## src/rtl/lfsr_word_sampler.sv

```systemverilog
`default_nettype none
// ============================================================================
// Module      : lfsr_word_sampler
// Description : Packs the serial randomBit stream into WIDTH-bit words and
//               uses rejection sampling so that delivered values are uniform
//               over [0, LIMIT). Accepted words leave over a valid/ready
//               handshake. Rejected words are counted in a saturating counter.
//
// Ports       : clk          - rising-edge clock
//               rstn         - synchronous active-low reset
//               randomBit    - serial random bit, one per clock
//               out_data     - accepted word, frozen while out_valid = 1
//               out_valid    - an accepted word is waiting
//               out_ready    - consumer takes the word (only used in HOLD)
//               reject_count - number of rejected words, saturating
//
// Revision    : 1.0 - initial release
// ============================================================================
module lfsr_word_sampler #(
    parameter int WIDTH = 8,
    parameter int LIMIT = 200,
    parameter int REJ_W = 16
) (
    input  logic             clk,
    input  logic             rstn,
    input  logic             randomBit,
    output logic [WIDTH-1:0] out_data,
    output logic             out_valid,
    input  logic             out_ready,
    output logic [REJ_W-1:0] reject_count
);

    // The bit counter only has to reach WIDTH-1, so log2(WIDTH) bits suffice.
    localparam int                 c_CNT_W = $clog2(WIDTH);
    localparam logic [c_CNT_W-1:0] c_LAST  = c_CNT_W'(WIDTH - 1);
    // LIMIT may equal 2^WIDTH, so the bound is held one bit wider than sr.
    localparam logic [WIDTH:0]     c_LIMIT = (WIDTH + 1)'(LIMIT);
    localparam logic [REJ_W-1:0]   c_REJ_MAX = {REJ_W{1'b1}};

    typedef enum logic [1:0] {
        S_COLLECT = 2'd0,
        S_EVAL    = 2'd1,
        S_HOLD    = 2'd2
    } state_t;

    state_t             r_state;
    logic [c_CNT_W-1:0] r_cnt;
    logic [WIDTH-1:0]   r_sr;
    logic [WIDTH-1:0]   r_data;
    logic               r_valid;
    logic [REJ_W-1:0]   r_rej;

    logic               w_accept;

    assign w_accept = ({1'b0, r_sr} < c_LIMIT);

    always_ff @(posedge clk) begin
        if (!rstn) begin
            r_state <= S_COLLECT;
            r_cnt   <= '0;
            r_sr    <= '0;
            r_data  <= '0;
            r_valid <= 1'b0;
            r_rej   <= '0;
        end else begin
            case (r_state)
                S_COLLECT: begin
                    // First sampled bit ends up in the MSB.
                    r_sr <= {r_sr[WIDTH-2:0], randomBit};
                    if (r_cnt == c_LAST) begin
                        // Cleared here rather than on leaving EVAL/HOLD so the
                        // counter never has to represent WIDTH itself.
                        r_cnt   <= '0;
                        r_state <= S_EVAL;
                    end else begin
                        r_cnt <= r_cnt + c_CNT_W'(1);
                    end
                end

                S_EVAL: begin
                    if (w_accept) begin
                        r_data  <= r_sr;
                        r_valid <= 1'b1;
                        r_state <= S_HOLD;
                    end else begin
                        if (r_rej != c_REJ_MAX) begin
                            r_rej <= r_rej + REJ_W'(1);
                        end
                        r_state <= S_COLLECT;
                    end
                end

                S_HOLD: begin
                    // The bit present on the transfer edge is dropped.
                    if (out_ready) begin
                        r_valid <= 1'b0;
                        r_state <= S_COLLECT;
                    end
                end

                default: begin
                    r_state <= S_COLLECT;
                    r_cnt   <= '0;
                    r_valid <= 1'b0;
                end
            endcase
        end
    end

    assign out_data     = r_data;
    assign out_valid    = r_valid;
    assign reject_count = r_rej;

endmodule
`default_nettype wire

```

## config.mk

```make
export PLATFORM = sky130hd
export DESIGN_NAME = lfsr_word_sampler
export DESIGN_NICKNAME = d
export VERILOG_FILES = /design/src/rtl/lfsr_word_sampler.sv
export SDC_FILE = /design/constraint.sdc
export NUM_CORES = 1
export LEC_CHECK = 0
export CAP_MARGIN = 20
export CORE_UTILIZATION = 56
export DETAILED_ROUTE_END_ITERATION = 8
export GPL_ROUTABILITY_DRIVEN = 0
export PLACE_DENSITY = 0.93
export SKIP_CTS_REPAIR_TIMING = 1
export SLEW_MARGIN = 10
export SYNTH_ARGS = -nofsm -noshare
export SYNTH_HDL_FRONTEND = slang
export SYNTH_SLANG_ARGS = --single-unit
```

## constraint.sdc

```tcl
create_clock -name clk -period 4.35 [get_ports clk]
set_input_delay 0.87 -clock clk [delete_from_list [all_inputs] [get_ports clk]]
set_output_delay 0.87 -clock clk [all_outputs]
set_load 0.02 [all_outputs]
```

# Word level (Yosys, flattened, before mapping)

Index checks and enable logic that the tools add are counted.

Equal/unequal tests: 7
Bitwise gates (word level): 2
Magnitude comparators: 1
$add $sub $neg: 2
Reduce and logical (&&, ||, !) cells: 6
Muxes and demuxes: 9

Operators by type and width:

| cell                                                                   | count |
|---|---|
| 16-bit by 1-bit adder with 16-bit output (second input constant)       | 1 |
| 16-bit inequality test (second input constant)                         | 1 |
| 8-bit less-than comparator (second input constant)                     | 1 |
| 2-bit two-way mux                                                      | 3 |
| 2-bit inequality test (second input constant)                          | 3 |
| 2-bit case mux with 3 select lines                                     | 1 |
| 3-bit case mux with 2 select lines                                     | 1 |
| 3-bit AND reduction                                                    | 2 |
| 2-bit AND reduction                                                    | 2 |
| 3-bit by 1-bit adder with 3-bit output (second input constant)         | 1 |
| 3-bit equality test (second input constant)                            | 1 |
| 3-bit two-way mux                                                      | 1 |
| 1-bit case mux with 3 select lines                                     | 1 |
| 2-bit by 1-bit equality test with 1-bit output (second input constant) | 1 |
| 2-bit equality test (second input constant)                            | 1 |
| 2-bit zero test                                                        | 1 |
| 1-bit two-way mux                                                      | 2 |
| 1-bit NOT                                                              | 2 |
| 2-bit OR reduction                                                     | 1 |

Output and inout bits: 25
Flip-flop bits (word level): 38
Word-level logic and storage cells: 33

# Logic depth before layout (Yosys ltp)

Gate-level depths: netlist of run 1.

Word-level depth: 3
Depth in mapped cells: 7

# Worst setup path after synthesis of run 1

No wires, ideal clock.

Path kind: register -> register
Start point: register r_rej[0] (netlist: reject_count[0])
End point: register r_rej[10] (netlist: reject_count[10])
Clock period less this slack: 1997 ps
Setup time: 70 ps
Arrival: 1926 ps
Stages on the path, launching flop included: 7
Slack: 2353 ps
Buffers on the path: 1
Data required time: 4280 ps
Cell sequence: dfxtp_1 -> ha_1 -> nand2_1 -> or4_4 -> buf_6 -> or4_1 -> a21oi_1

Cells in the longest elaborated chain, start to end: 2
Elaborated cells between the ends (all ways): 3
Those cells by class: 1 x add/sub; 1 x eq/ne; 1 x reduce/logical

Ends and longest elaborated chain:

| what                                                                                             | line | RTL |
|---|---|---|
| start: declaration                                                                               | 51   | `logic [REJ_W-1:0] r_rej;` |
| start signal: assignment                                                                         | 87   | `r_rej <= r_rej + REJ_W'(1);` |
| parallel branches: the longest is 2 deep, another holds 16-bit by 1-bit adder with 16-bit output | -    |  |

Several ways; the timed one is not identified.
A chain may end at the register's enable or synchronous reset.

# Final worst setup path of run 1

Start point: register r_rej[8] (netlist: reject_count[8])
End point: output port reject_count[8]

RTL lines:

| what             | line | RTL |
|---|---|---|
| end: declaration | 30   | `output logic [REJ_W-1:0] reject_count` |

No word-level cell between the ends.

==> metrics, run 1 <==
DRC=2; Seq/Total Area, Yosys=0.443; total routed wirelength=3360 um; first-pass GRT wire length=5620 um; FF+latch area=761 sq um; via count=1,505; largest net degree at the start of global routing=31; critical path class=flop to primary output; Clock H-tree levels=2; required time of the critical path=3.48 ns; syn_nets=204; Worst-path clk slew=0.11 ns; I/O pins=29; Die Y=57.3 um; layout cell share with drive strength beyond 1=0.0628; Clock Latency Late Sink=0.34 ns; WP buf/inv=1; Slowest cell on crit path=clkdlybuf4s50_1; Netlist Area Pre-Place=0.00172 sq mm; n_diodes=0; violated checks=design-rule violations; Fmax achieved=425 MHz; Max VDD drop=0.243 mV; Slew Limit Headroom=0.424; DIE WIDTH=57.3 um; CP Max Fanout=8; clock root cell=clkbuf_4; #FFs+latches synth=38; Fin. Hold Viols=0; yosys warns=0; hpwl dp=2300 um; worst reg2reg path depth=6; initial drt markers=70; WL/cell=13.2 um; Post-Synth Adder-Cell Area=0.0438; post-synthesis xor/xnor area fraction=0; setup slack after placement=1.76 ns; DIE AREA=0.00329 sq mm; hold depth=2; Fill cells=212; floorplan row count=19; mux cell area share after synthesis=0.0817; number of CTS-inserted buffers=5; Syn Area/Cell=8.84 sq um; Switch Pwr=0.000179 W; Clock power frac=0.289; main combinational cell family by area after synthesis=simple AND/OR/NAND/NOR gates; Worst-Margin Slew=0.863 ns; power share of the combinational group=0.143; CTS Buffer Depth=2; antenna violations before repair=0; Multi-input gate area=887 sq um; Placeable Area=0.00283 sq mm; compound-gate portion of the synthesized area=0.147; Vias/cell=5.93; Crit path depth=1; Max Cap Violations=0; RSZ-0062 raised after global routing=false; Startpoint Class=flop; total power=0.000666 W; PwrDens=323 mW/mm^2; Port Buf Inserts=28; Layout Skew=0.00411 ns; Worst Path Arrival=1.48 ns; router iterations before antenna repair=6; post-route setup slack=2.00 ns; CP cell instances=clkdlybuf4s50_1; leakage=0.744 nW; vias in the first global route=1,313; Util after Layout=0.730; Final ANT Viol Nets=0; clk sinks=38; status=finished with violations; Distinct cells, synth=35; CP Capture Type=primary output; Final Slew Violations=0; fin crit period=2.35 ns; gr usage total=0.220; Final #Nets=232; Int Power=0.000487 W; cell family with most CP delay=buffers and inverters; initial core utilization=0.606; Layout area overhead=20.4%; Overflow after GRT=0; Mapped Cells=194; Hold Crit Class=flop to flop; setup TNS=0 ns; Seq pwr share=0.568; # setup viols final=0; CTS tree=built; CP peak stage delay=0.66 ns; post-synthesis simple-gate area fraction=0.244; fin crit share=0.541; switch share=0.268
## worst paths after layout
check | startpoint | to | slack, ns
setup / recovery | reject_count[8] | reject_count[8] | 2.00
hold / removal | out_data[2] | out_data[2] | 0.47
setup reg to reg | r_state[1] | reject_count[10] | 2.26
hold reg to reg | out_data[2] | out_data[2] | 0.47
## cell type report
cell class / count / share of cell area
sequential: 38 / 0.368
multi-input combinational: 140 / 0.430
clock buffer: 7 / 0.0267
tap: 31 / 0.0188
timing repair buffer: 29 / 0.139
clock inverter: 1 / 0.00242
inverter: 8 / 0.0145
## synthesized netlist by cell type
cell type | instances | share of area
or4_4 | 1 | 0.0066
or4_1 | 6 | 0.026
nor4b_1 | 1 | 0.0051
o221a_2 | 2 | 0.013
or3_1 | 2 | 0.0073
o311a_2 | 1 | 0.0066
and3_1 | 1 | 0.0036
and4_1 | 1 | 0.0051
a22oi_1 | 2 | 0.0088
buf_1 | 1 | 0.0022
o21bai_1 | 1 | 0.0044
nor2b_1 | 2 | 0.0073
nand3_1 | 4 | 0.012
and2_1 | 2 | 0.0073
or3b_2 | 1 | 0.0051
clkbuf_1 | 6 | 0.013
nor4_1 | 5 | 0.018
nand2_1 | 27 | 0.059
nand4_1 | 5 | 0.018
dfxtp_1 | 38 | 0.44
o21ai_1 | 1 | 0.0029
inv_1 | 8 | 0.018
buf_6 | 1 | 0.0066
ha_1 | 6 | 0.044
nor4_2 | 1 | 0.0073
a21oi_1 | 18 | 0.053
o311a_1 | 1 | 0.0058
o21ai_0 | 3 | 0.0088
nor3_1 | 1 | 0.0029
nor2_1 | 16 | 0.035
o31ai_1 | 6 | 0.026
nand2b_1 | 5 | 0.018
a211oi_1 | 3 | 0.013
mux2i_1 | 14 | 0.082
o311ai_1 | 1 | 0.0051
## tightest hold or removal path, delay by kind of cell (launching register included)
kind	cells	cell delay (ns)
flip-flops	1	0.32
AND/OR/NAND/NOR	1	0.05
AO/OA/AOI/OAI	1	0.05
## cell usage in the layout (no fill, tap or decap), types with 2 or more instances in the layout
master	instances
a211oi_1	3
nor2_1	16
nand4_1	5
and2_1	2
inv_1	8
o21ai_0	3
o31ai_1	6
nand2b_1	5
clkdlybuf4s50_1	28
a22oi_1	2
nor4_1	5
nand2_1	27
o221a_2	2
or4_1	6
ha_1	6
nand3_1	4
clkbuf_4	5
a21oi_1	18
dfxtp_1	38
mux2i_1	14
nor2b_1	2
or3_1	2
## logic make-up after synthesis
group,count (synthesis)
muxes,14
AOI/OAI and AO/OA,39
adders and majority gates,6
and+or+nand+nor,81
DFF,38
buffers and inverters,16
## stage by stage
step                instance area (sq um)  hold slack, ns  instances
CTS                                  2060           0.465        254
global placement                     2000           0.447        245
floorplan                            1720           0.444        194
finish                               2060           0.466        254
detailed placement                   2000           0.450        246
global route                         2060           0.488        254
## state kept, by name, indices dropped and copies added (netlist names)
| signal | cells |
|---|---|
| r_sr | 8 |
| r_cnt | 3 |
| r_state | 2 |
| out_data | 8 |
| reject_count | 16 |
| out_valid | 1 |
## power by group through the flow
stage	sequential (W)	clock [W]	combinational, W
finish	0.000378	0.000193	0.0000951
global route	0.000381	0.000211	0.000108
CTS	0.000378	0.000195	0.0000963
detailed placement	0.000386	0	0.0000958
global placement	0.000386	0	0.0000937
floorplan	0.000390	0	0.0000661
## metal layers
| layer | wire (um) | track usage |
|---|---|---|
| met4 | 52 | 0.101 |
| met1 | 1650 | 0.306 |
| met5 | 0 | 0 |
| met2 | 1460 | 0.317 |
| met3 | 199 | 0.0612 |
(Power assumes the default switching activity.)
==> run 2, diff against run 1 <==
CORE_UTILIZATION = 47   (was 56)
PLACE_DENSITY = 0.84   (was 0.93)
clock period = 1.9 ns   (was 4.35 ns; I/O delays follow)
==> metrics, run 2 (same netlist as run 1, synthesis figures left out) <==
number of CTS-inserted buffers=5 (unchanged); CTS tree=built (unchanged); Max Cap Violations=0 (unchanged); Fmax achieved=546 MHz; cell family with most CP delay=simple AND/OR/NAND/NOR gates (was buffers and inverters); total power=0.00166 W (was 0.000666 W); most frequent cells in the layout=clkdlybuf4s50_1 (28), dfxtp_1 (28), nand2_1 (26) (was dfxtp_1 (38), clkdlybuf4s50_1 (28), nand2_1 (27)); Worst-path clk slew=0.12 ns (was 0.11 ns); initial core utilization=0.502 (was 0.606); clk sinks=38 (unchanged); DRC=0 (was 2); max reg flops=16 (unchanged); WL/cell=13.1 um (was 13.2 um); n_diodes=0 (unchanged); DIE AREA=0.00390 sq mm (was 0.00329 sq mm); Fill cells=279 (was 212); DIE WIDTH=62.4 um (was 57.3 um); # setup viols final=0 (unchanged); total routed wirelength=3680 um (was 3360 um); Worst-Margin Slew=0.608 ns (was 0.863 ns); Port Buf Inserts=28 (unchanged); Layout Skew=0.0102 ns (was 0.00411 ns); Final ANT Viol Nets=0 (unchanged); final std cell area, no fill=0.00225 sq mm (was 0.00206 sq mm); fin crit period=1.83 ns; fin crit share=0.964; WP buf/inv=0 (was 1); Fin. Hold Viols=0 (unchanged); Clock Latency Late Sink=0.36 ns (was 0.34 ns); Die Y=62.4 um (was 57.3 um); Startpoint Class=flop (unchanged); required time of the critical path=2.20 ns (was 3.48 ns); antenna violations before repair=0 (unchanged); floorplan row count=21 (was 19); Placeable Area=0.00342 sq mm (was 0.00283 sq mm); Overflow after GRT=0 (unchanged); post-route setup slack=0.0685 ns (was 2.00 ns); Worst Path Arrival=2.13 ns (was 1.48 ns); status=finished, final reports clean (was finished with violations); Final Slew Violations=0 (unchanged); CP Capture Type=flop (was primary output); setup slack after placement=0.0218 ns (was 1.76 ns); Max VDD drop=0.654 mV (was 0.243 mV); first-pass GRT wire length=6200 um (was 5620 um); Layout area overhead=31.1% (was 20.4%); Vias/cell=5.48 (was 5.93); gr usage total=0.203 (was 0.220); cell area after placement=0.00210 sq mm (was 0.00200 sq mm); CP peak stage delay=0.56 ns (was 0.66 ns); vias in the first global route=1,392 (was 1,313); PwrDens=740 mW/mm^2 (was 323 mW/mm^2); hpwl dp=2540 um (was 2300 um); Hold Crit Class=flop to flop (unchanged); router iterations before antenna repair=5 (was 6); Final #Nets=244 (was 232); I/O pins=29 (unchanged); Slowest cell on crit path=or4_4 (was clkdlybuf4s50_1); setup TNS=0 ns (unchanged); clock root cell=clkbuf_4 (unchanged); Util after Layout=0.659 (was 0.730); Clock H-tree levels=2 (unchanged); RSZ-0062 raised after global routing=true (was false); CP cell instances=ha_4 -> nand2_2 -> or4_4 -> or4_1 -> a21oi_1 (was clkdlybuf4s50_1); critical path class=flop to flop (was flop to primary output); via count=1,541 (was 1,505); layout cell share with drive strength beyond 1=0.179 (was 0.0628); Multi-input gate area=931 sq um (was 887 sq um); initial drt markers=75 (was 70); largest net degree at the start of global routing=18 (was 31); leakage=0.800 nW (was 0.744 nW); CTS Buffer Depth=2 (unchanged); CP Max Fanout=5 (was 8); FF+latch area=778 sq um (was 761 sq um); Slew Limit Headroom=0.594 (was 0.424)
==> run 2: changes by cell type in the layout (fill, tap and decap cells not counted), moves of 2 or more <==
cell	delta
clkinvlp_4	+2
ha_1	-2
ha_4	+2
dfxtp_1	-10
buf_4	+11
dfxtp_2	+8
dfxtp_4	+2
==> run 2: power by group <==
group          internal [W]  switching, W
combinational      0.000114      0.000130
sequential         0.000836     0.0000304
clock              0.000276      0.000279
total               0.00123      0.000439
==> run 2: cell type report <==
cell class | count | area share
multi-input cells | 141 | 0.414
flip-flops and latches | 38 | 0.346
repair buffers | 40 | 0.165
well taps | 46 | 0.0256
clock inverters | 3 | 0.0200
clock buffers | 5 | 0.0167
inverters | 8 | 0.0133
==> run 2: final timing paths <==
check	from	end	slack (ns)	cells after the start
setup / recovery	reject_count[0]	reject_count[10]	0.07	5
hold / removal	out_data[4]	out_data[4]	0.46	2
setup reg to reg	reject_count[0]	reject_count[10]	0.07	5
hold reg to reg	out_data[4]	out_data[4]	0.46	2
==> run 2: per-stage QoR <==
step / hold slack, ns / std cells
after CTS: 0.465 / 278
after floorplan: 0.444 / 194
after global routing: 0.496 / 281
after global placement: 0.448 / 270
after detailed placement: 0.447 / 270
final: 0.465 / 281
==> run 2: routing by layer <==
metal | GRT usage | vias up | share of wire
li1 | - | 790 | -
met1 | 0.236 | 711 | 0.44
met2 | 0.338 | 29 | 0.50
met3 | 0.0456 | 11 | 0.026
met4 | 0.119 | 0 | 0.026
met5 | 0 | - | 0
==> run 2: tightest hold or removal path, stage by stage (launching register included) <==
cell and delay, ns:
dfxtp_1 0.33, nand2_1 0.05, a21oi_1 0.05
